==> config.mk <==
export PLATFORM = sky130hd
export DESIGN_NAME = vx_stream_rr_arb
export DESIGN_NICKNAME = d
export VERILOG_FILES = /design/src/rtl/vx_stream_rr_arb.sv
export SDC_FILE = /design/constraint.sdc
export NUM_CORES = 1
export LEC_CHECK = 0
export ABC_AREA = 1
export CORE_MARGIN = 1.5
export CORE_UTILIZATION = 31
export DETAILED_ROUTE_END_ITERATION = 7
export PLACE_DENSITY = 0.84
export SKIP_CTS_REPAIR_TIMING = 1
export SLEW_MARGIN = 20
export SYNTH_ARGS = -nofsm -noshare
export SYNTH_HDL_FRONTEND = slang
export SYNTH_SLANG_ARGS = --single-unit
==> constraint.sdc <==
create_clock -name clk -period 2.6 [get_ports clk]
set_clock_uncertainty 0.1 [all_clocks]
set_input_delay 0.52 -clock clk [delete_from_list [all_inputs] [get_ports clk]]
set_output_delay 0.52 -clock clk [all_outputs]
set_load 0.02 [all_outputs]
==> src/rtl/vx_stream_rr_arb.sv <==
// N-to-1 round-robin valid/ready stream arbiter; grant is locked while stalled.
// Optional perf counters via `define VX_STREAM_RR_ARB_PERF_EN.
module vx_stream_rr_arb #(
  parameter int NUM_REQS = 4,
  parameter int DATAW    = 32,
  parameter int SEL_W    = (NUM_REQS > 1) ? $clog2(NUM_REQS) : 1
) (
  input  logic                      clk,
  input  logic                      reset,
  input  logic [NUM_REQS-1:0]       valid_in,
  input  logic [NUM_REQS*DATAW-1:0] data_in,
  output logic [NUM_REQS-1:0]       ready_in,
  output logic                      valid_out,
  output logic [DATAW-1:0]          data_out,
  output logic [SEL_W-1:0]          sel_out,
  input  logic                      ready_out
`ifdef VX_STREAM_RR_ARB_PERF_EN
  ,
  output logic [31:0]               perf_stalls,
  output logic [31:0]               perf_conflicts
`endif
);

  if (NUM_REQS == 1) begin : g_passthru
    assign valid_out = valid_in[0];
    assign ready_in  = ready_out;
    assign data_out  = data_in;
    assign sel_out   = '0;
  end else begin : g_arb
    typedef enum logic {ST_ARB, ST_HOLD} state_e;

    state_e           state_q, state_d;
    logic [SEL_W-1:0] rr_ptr, rr_ptr_d;
    logic [SEL_W-1:0] lock_idx, lock_idx_d;
    logic [SEL_W-1:0] grant;
    logic             lock_valid;
    logic             vout;

    // Scan distances from farthest to nearest so the nearest valid stream wins.
    always_comb begin
      grant      = '0;
      lock_valid = 1'b0;
      if (state_q == ST_HOLD) begin
        grant = lock_idx;
        for (int unsigned j = 0; j < NUM_REQS; j++)
          if (lock_idx == SEL_W'(j)) lock_valid = valid_in[j];
      end else begin
        for (int unsigned k = NUM_REQS; k >= 1; k--)
          for (int unsigned j = 0; j < NUM_REQS; j++)
            if (valid_in[j] && (j == (32'(rr_ptr) + k) % NUM_REQS))
              grant = SEL_W'(j);
      end
    end

    assign vout = !reset && ((state_q == ST_HOLD) ? lock_valid : |valid_in);

    always_comb begin
      data_out = '0;
      ready_in = '0;
      for (int unsigned j = 0; j < NUM_REQS; j++) begin
        if (grant == SEL_W'(j)) begin
          data_out    = data_in[j*DATAW +: DATAW];
          ready_in[j] = ready_out & vout;
        end
      end
    end

    assign valid_out = vout;
    assign sel_out   = grant;

    always_comb begin
      state_d    = state_q;
      rr_ptr_d   = rr_ptr;
      lock_idx_d = lock_idx;
      if (vout && ready_out) begin
        rr_ptr_d = grant;
        state_d  = ST_ARB;
      end else if (vout) begin
        state_d    = ST_HOLD;
        lock_idx_d = grant;
      end else if (state_q == ST_HOLD) begin
        // Held stream withdrew its request: release so arbitration resumes.
        state_d = ST_ARB;
      end
    end

    always_ff @(posedge clk) begin
      if (reset) begin
        state_q  <= ST_ARB;
        rr_ptr   <= SEL_W'(NUM_REQS - 1);
        lock_idx <= '0;
      end else begin
        state_q  <= state_d;
        rr_ptr   <= rr_ptr_d;
        lock_idx <= lock_idx_d;
      end
    end
  end

`ifdef VX_STREAM_RR_ARB_PERF_EN
  always_ff @(posedge clk) begin
    if (reset) begin
      perf_stalls    <= '0;
      perf_conflicts <= '0;
    end else begin
      if (valid_out && !ready_out)
        perf_stalls <= perf_stalls + 32'd1;
      if (valid_out && ready_out && ($countones(valid_in) >= 2))
        perf_conflicts <= perf_conflicts + 32'd1;
    end
  end
`endif

endmodule

Word level (Yosys, flattened, before mapping)
Index checks and enable logic that the tools add are counted.
{"block": "totals", "word_cells": 83, "input_bits": 135, "regBits": 5, "out_inout_bits": 39}
{"block": "classes", "add_sub_neg": 4, "muxes": 30, "n_reduce_logical": 26, "n_bitwise": 2, "n_eq_ne": 18}
{"cell": "2-to-1 mux 32 bit", "count": 4}
{"cell": "logical NOT 32 bit", "count": 3}
{"cell": "2-to-1 mux 2 bit", "count": 15}
{"cell": "logical AND 1 bit", "count": 17}
{"cell": "equality test 2 bit, first input constant", "count": 8}
{"cell": "2-to-1 mux 1 bit", "count": 11}
{"cell": "equality test 1 x 2 -> 1 bit, first input constant", "count": 4}
{"cell": "equality test 2 bit, second input constant", "count": 4}
{"cell": "adder 2 x 1 -> 2 bit, second input constant", "count": 2}
{"cell": "adder 2 bit, second input constant", "count": 2}
{"cell": "equality test 2 x 1 -> 1 bit, second input constant", "count": 2}
{"cell": "logical NOT 2 bit", "count": 2}
{"cell": "OR reduction 4 bit", "count": 1}
{"cell": "AND reduction 2 bit", "count": 1}
{"cell": "OR reduction 2 bit", "count": 1}
{"cell": "AND 1 bit", "count": 1}
{"cell": "logical NOT 1 bit", "count": 1}
{"cell": "inverter 1 bit", "count": 1}

Logic depth before layout (Yosys ltp)
{"block": "depth", "ltp_word": 24, "mapped_depth": 21, "ltp_nobuf": 20}

Worst setup path after synthesis
No wires, ideal clock.
{"block": "synth_path", "path_type": "in2out", "startpoint": "input valid_in[3]", "endpoint": "output ready_in[0]", "required_ns": 1.980, "cell_stages": 18, "arrival_time_ns": 1.933, "setup_slack_ns": 0.047, "path_buffers": 1, "cell_sequence": "nand3_2 > nand2_1 > nand2_1 > nand2_1 > nand2_1 > nand2_1 > nand2_1 > nand2_1 > nand2_1 > nand2_1 > nand2_1 > nand2_1 > nand2_2 > nand2_4 > nand2_2 > buf_6 > inv_4 > nor3_1"}
{"block": "synth_via", "elab_chain_cells": 17, "elab_cells_between_ends": 25, "classes_between": "17 x mux; 1 x bitwise; 7 x reduce/logical"}
{"element": "start, declared", "line": "10", "source": "input logic [NUM_REQS-1:0] valid_in,"}
{"element": "logical AND 1 bit", "line": "50", "source": "if (valid_in[j] && (j == (32'(rr_ptr) + k) % NUM_REQS))"}
{"element": "2-to-1 mux 2 bit (12 in a row)", "line": "50"}
{"element": "2-to-1 mux 2 bit (*)", "line": "50"}
{"element": "2-to-1 mux 2 bit (*)", "line": "43", "source": "if (state_q == ST_HOLD) begin"}
{"element": "named net sel_out[0]", "line": "15", "source": "output logic [SEL_W-1:0] sel_out,"}
{"element": "logical NOT 2 bit (*)", "line": "61", "source": "if (grant == SEL_W'(j)) begin"}
{"element": "2-to-1 mux 1 bit (*)", "line": "61"}
{"element": "end, declared", "line": "12", "source": "output logic [NUM_REQS-1:0] ready_in,"}
Mark *: on every way through the listed nets, which the timed path passes. The rest lies on a longest branch.

Final worst setup path
{"block": "layout_path", "startpoint": "register g_arb.rr_ptr[0]", "endpoint": "output data_out[2]"}
{"block": "layout_via", "elab_chain_cells": 24, "elab_cells_between_ends": 58, "classes_between": "4 x add/sub; 15 x eq/ne; 20 x mux; 19 x reduce/logical"}
{"element": "start, declared", "line": "33", "source": "logic [SEL_W-1:0] rr_ptr, rr_ptr_d;"}
{"element": "start signal, assigned", "line": "90", "source": "rr_ptr <= SEL_W'(NUM_REQS - 1);"}
{"element": "start signal, assigned", "line": "94", "source": "rr_ptr <= rr_ptr_d;"}
{"element": "adder 2 x 1 -> 2 bit", "line": "50"}
{"element": "equality test 1 x 2 -> 1 bit", "line": "50"}
{"element": "logical AND 1 bit", "line": "50"}
{"element": "2-to-1 mux 1 bit", "line": "50"}
{"element": "2-to-1 mux 2 bit (13 in a row)", "line": "50"}
{"element": "2-to-1 mux 2 bit (*)", "line": "50"}
{"element": "2-to-1 mux 2 bit (*)", "line": "43"}
{"element": "logical NOT 2 bit", "line": "61"}
{"element": "2-to-1 mux 32 bit (3 in a row)", "line": "61"}
{"element": "2-to-1 mux 32 bit (*)", "line": "61"}
{"element": "end, declared", "line": "14", "source": "output logic [DATAW-1:0] data_out,"}
Every way passes the cells marked *; elsewhere a longest branch is shown, timed or not.

==> impl_metrics.tcl <==
set metrics [dict create \
    startpoint_type "flop" \
    grt_usage_pct 24.3 \
    cp_data_arrival_time_ps 2220 \
    layout_commonest_cell "clkdlybuf4s50_1" \
    p_leak_nw 1.66 \
    coreArea_sq_um 5510 \
    fillerInstances 444 \
    cts_sinks 5 \
    finalWorstSetupSlack_ps -238 \
    vdd_drop_max_uv 262 \
    hold_slack_ps 462 \
    clock.fmax_ghz 0.352 \
    synth_area_sq_um 1770 \
    worst_pin_slew_ps 323 \
    gr-total-overflow 0 \
    cts_buffers 3 \
    cts_tree "yes" \
    syn_inst 282 \
    dr_wl_met3_microns 674 \
    place_ws_ps -1040 \
    period_needed_ps 2840 \
    ys.warnings.count 0 \
    ant_nets 0 \
    drcViolationCount 0 \
    ys_seq_area_share_pct 5.66 \
    synth_top_area_share_pct 31.8 \
    r2r_cells 18 \
    synthToLayoutAreaGrowth_pct 123 \
    ys_ff_latch 5 \
    cp_max_fo 8 \
    holdPathStages 2 \
    maxCapViolCount 0 \
    grt_start_max_net_pins 51 \
    crit_path_end_kind "output port" \
    wl_met2_microns 4660 \
    antenna_found_initial 0 \
    critPathCapture "data_out[2]" \
    drt-met1-wl_microns 3350 \
    worstPathRequired_ps 1980 \
    io_buffers 173 \
    rr_endpoint "g_arb.rr_ptr[0]" \
    synth_top_area_cell "nand4_1" \
    routed-via-count 3066 \
    hold_class "reg2reg" \
    start_util_pct 32.1 \
    place_congestion 0.846 \
    fin_crit_sh_pct 109 \
    worst-r2r-setup-slack_ps 570 \
    die_w_microns 78.5 \
    syn_avg_cell_area_sq_um 6.27 \
    yosys-top-cells-area "nand4_1 (32%), nand3_2 (18%), nand3_1 (14%)" \
    stdcell_area_sq_um 3950 \
    status "finished with violations" \
    critPathKind "reg2out" \
    highest-signal-layer "met4" \
    place_area_sq_um 3770 \
    ios 174 \
    num_antenna_cells 0 \
    layout_common_cells "clkdlybuf4s50_1 (130), nand4_1 (90), nand3_1 (42), buf_4 (42), nand3_2 (39)" \
    synth.distinct_cells 26 \
    relSlewSlack_pct 78.4 \
    wirelength_microns 8830 \
    cts.clk_slew.worst_paths_ps 40 \
    violations "setup timing" \
    cellPowerDensity_nw_per_um2 482 \
    startpoint "g_arb.rr_ptr[0]" \
    h-tree-depth 1 \
    dp_hpwl_microns 6180 \
    tns_ps -5320 \
    rows 27 \
    drtPass1Iterations 4 \
    finalSetupViolCount 37 \
    r2r-start "g_arb.rr_ptr[0]" \
    layout-drive-gt1-share_pct 31.1 \
    via_per_inst 5.66 \
    die_area_sq_um 6170 \
    grt_pass1_wl_microns 12600 \
    drt_iter0_markers 162 \
    slew_violations 0 \
    finalHoldViolations 0 \
    syn_nets 417 \
    final_net_count 606 \
    wl_per_cell_microns 16.3 \
    clock_latency_ps 220 \
    rsz0062_at_grt "yes" \
    grt_pass1_vias 2908 \
    root_buffer "clkbuf_8" \
    clk_path_buf_depth 2 \
    die_h_microns 78.5 \
]
[state kept, by name, indices dropped and copies added (netlist names)]
name and flops:
g_arb.lock_idx 2, g_arb.rr_ptr 2, g_arb.state_q 1
[stage by stage]
stage / utilization, % / total power [mW] / cells
after floorplan: - / 0.933 / 282
after global placement: 68.5 / 1.67 / 530
after detailed placement: 68.5 / 1.70 / 530
after CTS: 69.3 / 1.85 / 534
after global routing: 71.7 / 2.02 / 542
final: 71.7 / 1.91 / 542
[area by class of cell]
class / instances / area [sq um] / area share (%)
multi-input cells: 229 / 1480 / 37.5
clock buffers: 4 / 45.0 / 1.14
well taps: 72 / 90.1 / 2.28
repair buffers: 218 / 2160 / 54.8
inverters: 14 / 60.1 / 1.52
flip-flops and latches: 5 / 108 / 2.72
[report_power, final]
part / total (mW) / internal, mW / switching, mW / leakage [nW]
clock network: 0.144 / 0.105 / 0.0382 / 0.0228
registers: 0.0917 / 0.0835 / 0.00817 / 0.0414
logic: 1.67 / 0.781 / 0.889 / 1.59
[worst max-delay path, cell delays in order, from the launching register on]
cell     delay (ps)
dfxtp_4         370
buf_4           140
nor2_2          120
nand2_1          70
nand2_1          60
nand2_1          40
nand2_1          50
nand2_1          50
nand2_1          50
nand2_1          40
nand2_1          70
nand2_2          60
nand2_4         130
nand2_8          90
buf_12          160
buf_6           120
nand3_2          40
nand4_1         140
buf_6           180
[Yosys cell counts (all sizes together)]
cell / n
o311ai: 1
nand4: 90
dfxtp: 5
or2: 3
nand2: 36
nor2: 6
nand3: 81
clkbuf: 9
buf: 25
inv: 14
o21ai: 2
o211ai: 2
o41ai: 1
a21oi: 3
nor3: 4
[kinds of logic (layout without fill, tap and decap cells)]
family	Yosys count	in the layout	share of synthesized area [%]
buf+inv	48	236	15.1
simple gates	220	220	75.7
compound gates	9	9	3.47
flops	5	5	5.66
[how the worst min path moves through the flow]
stage                                   end  slack (ps)              start
after CTS                 g_arb.lock_idx[0]         510  g_arb.lock_idx[0]
after global routing        g_arb.rr_ptr[0]         490    g_arb.rr_ptr[0]
after detailed placement  g_arb.lock_idx[0]         500  g_arb.lock_idx[0]
after global placement    g_arb.lock_idx[0]         470  g_arb.lock_idx[0]
final                       g_arb.rr_ptr[0]         460    g_arb.rr_ptr[0]
after floorplan           g_arb.lock_idx[1]         430  g_arb.lock_idx[1]
[metal layers]
metal,global-route usage (%),vias up
li1,-,1466
met1,26.6,1462
met2,46.0,126
met3,5.70,12
met4,6.61,0
met5,0,-
(Power assumes the default switching activity.)
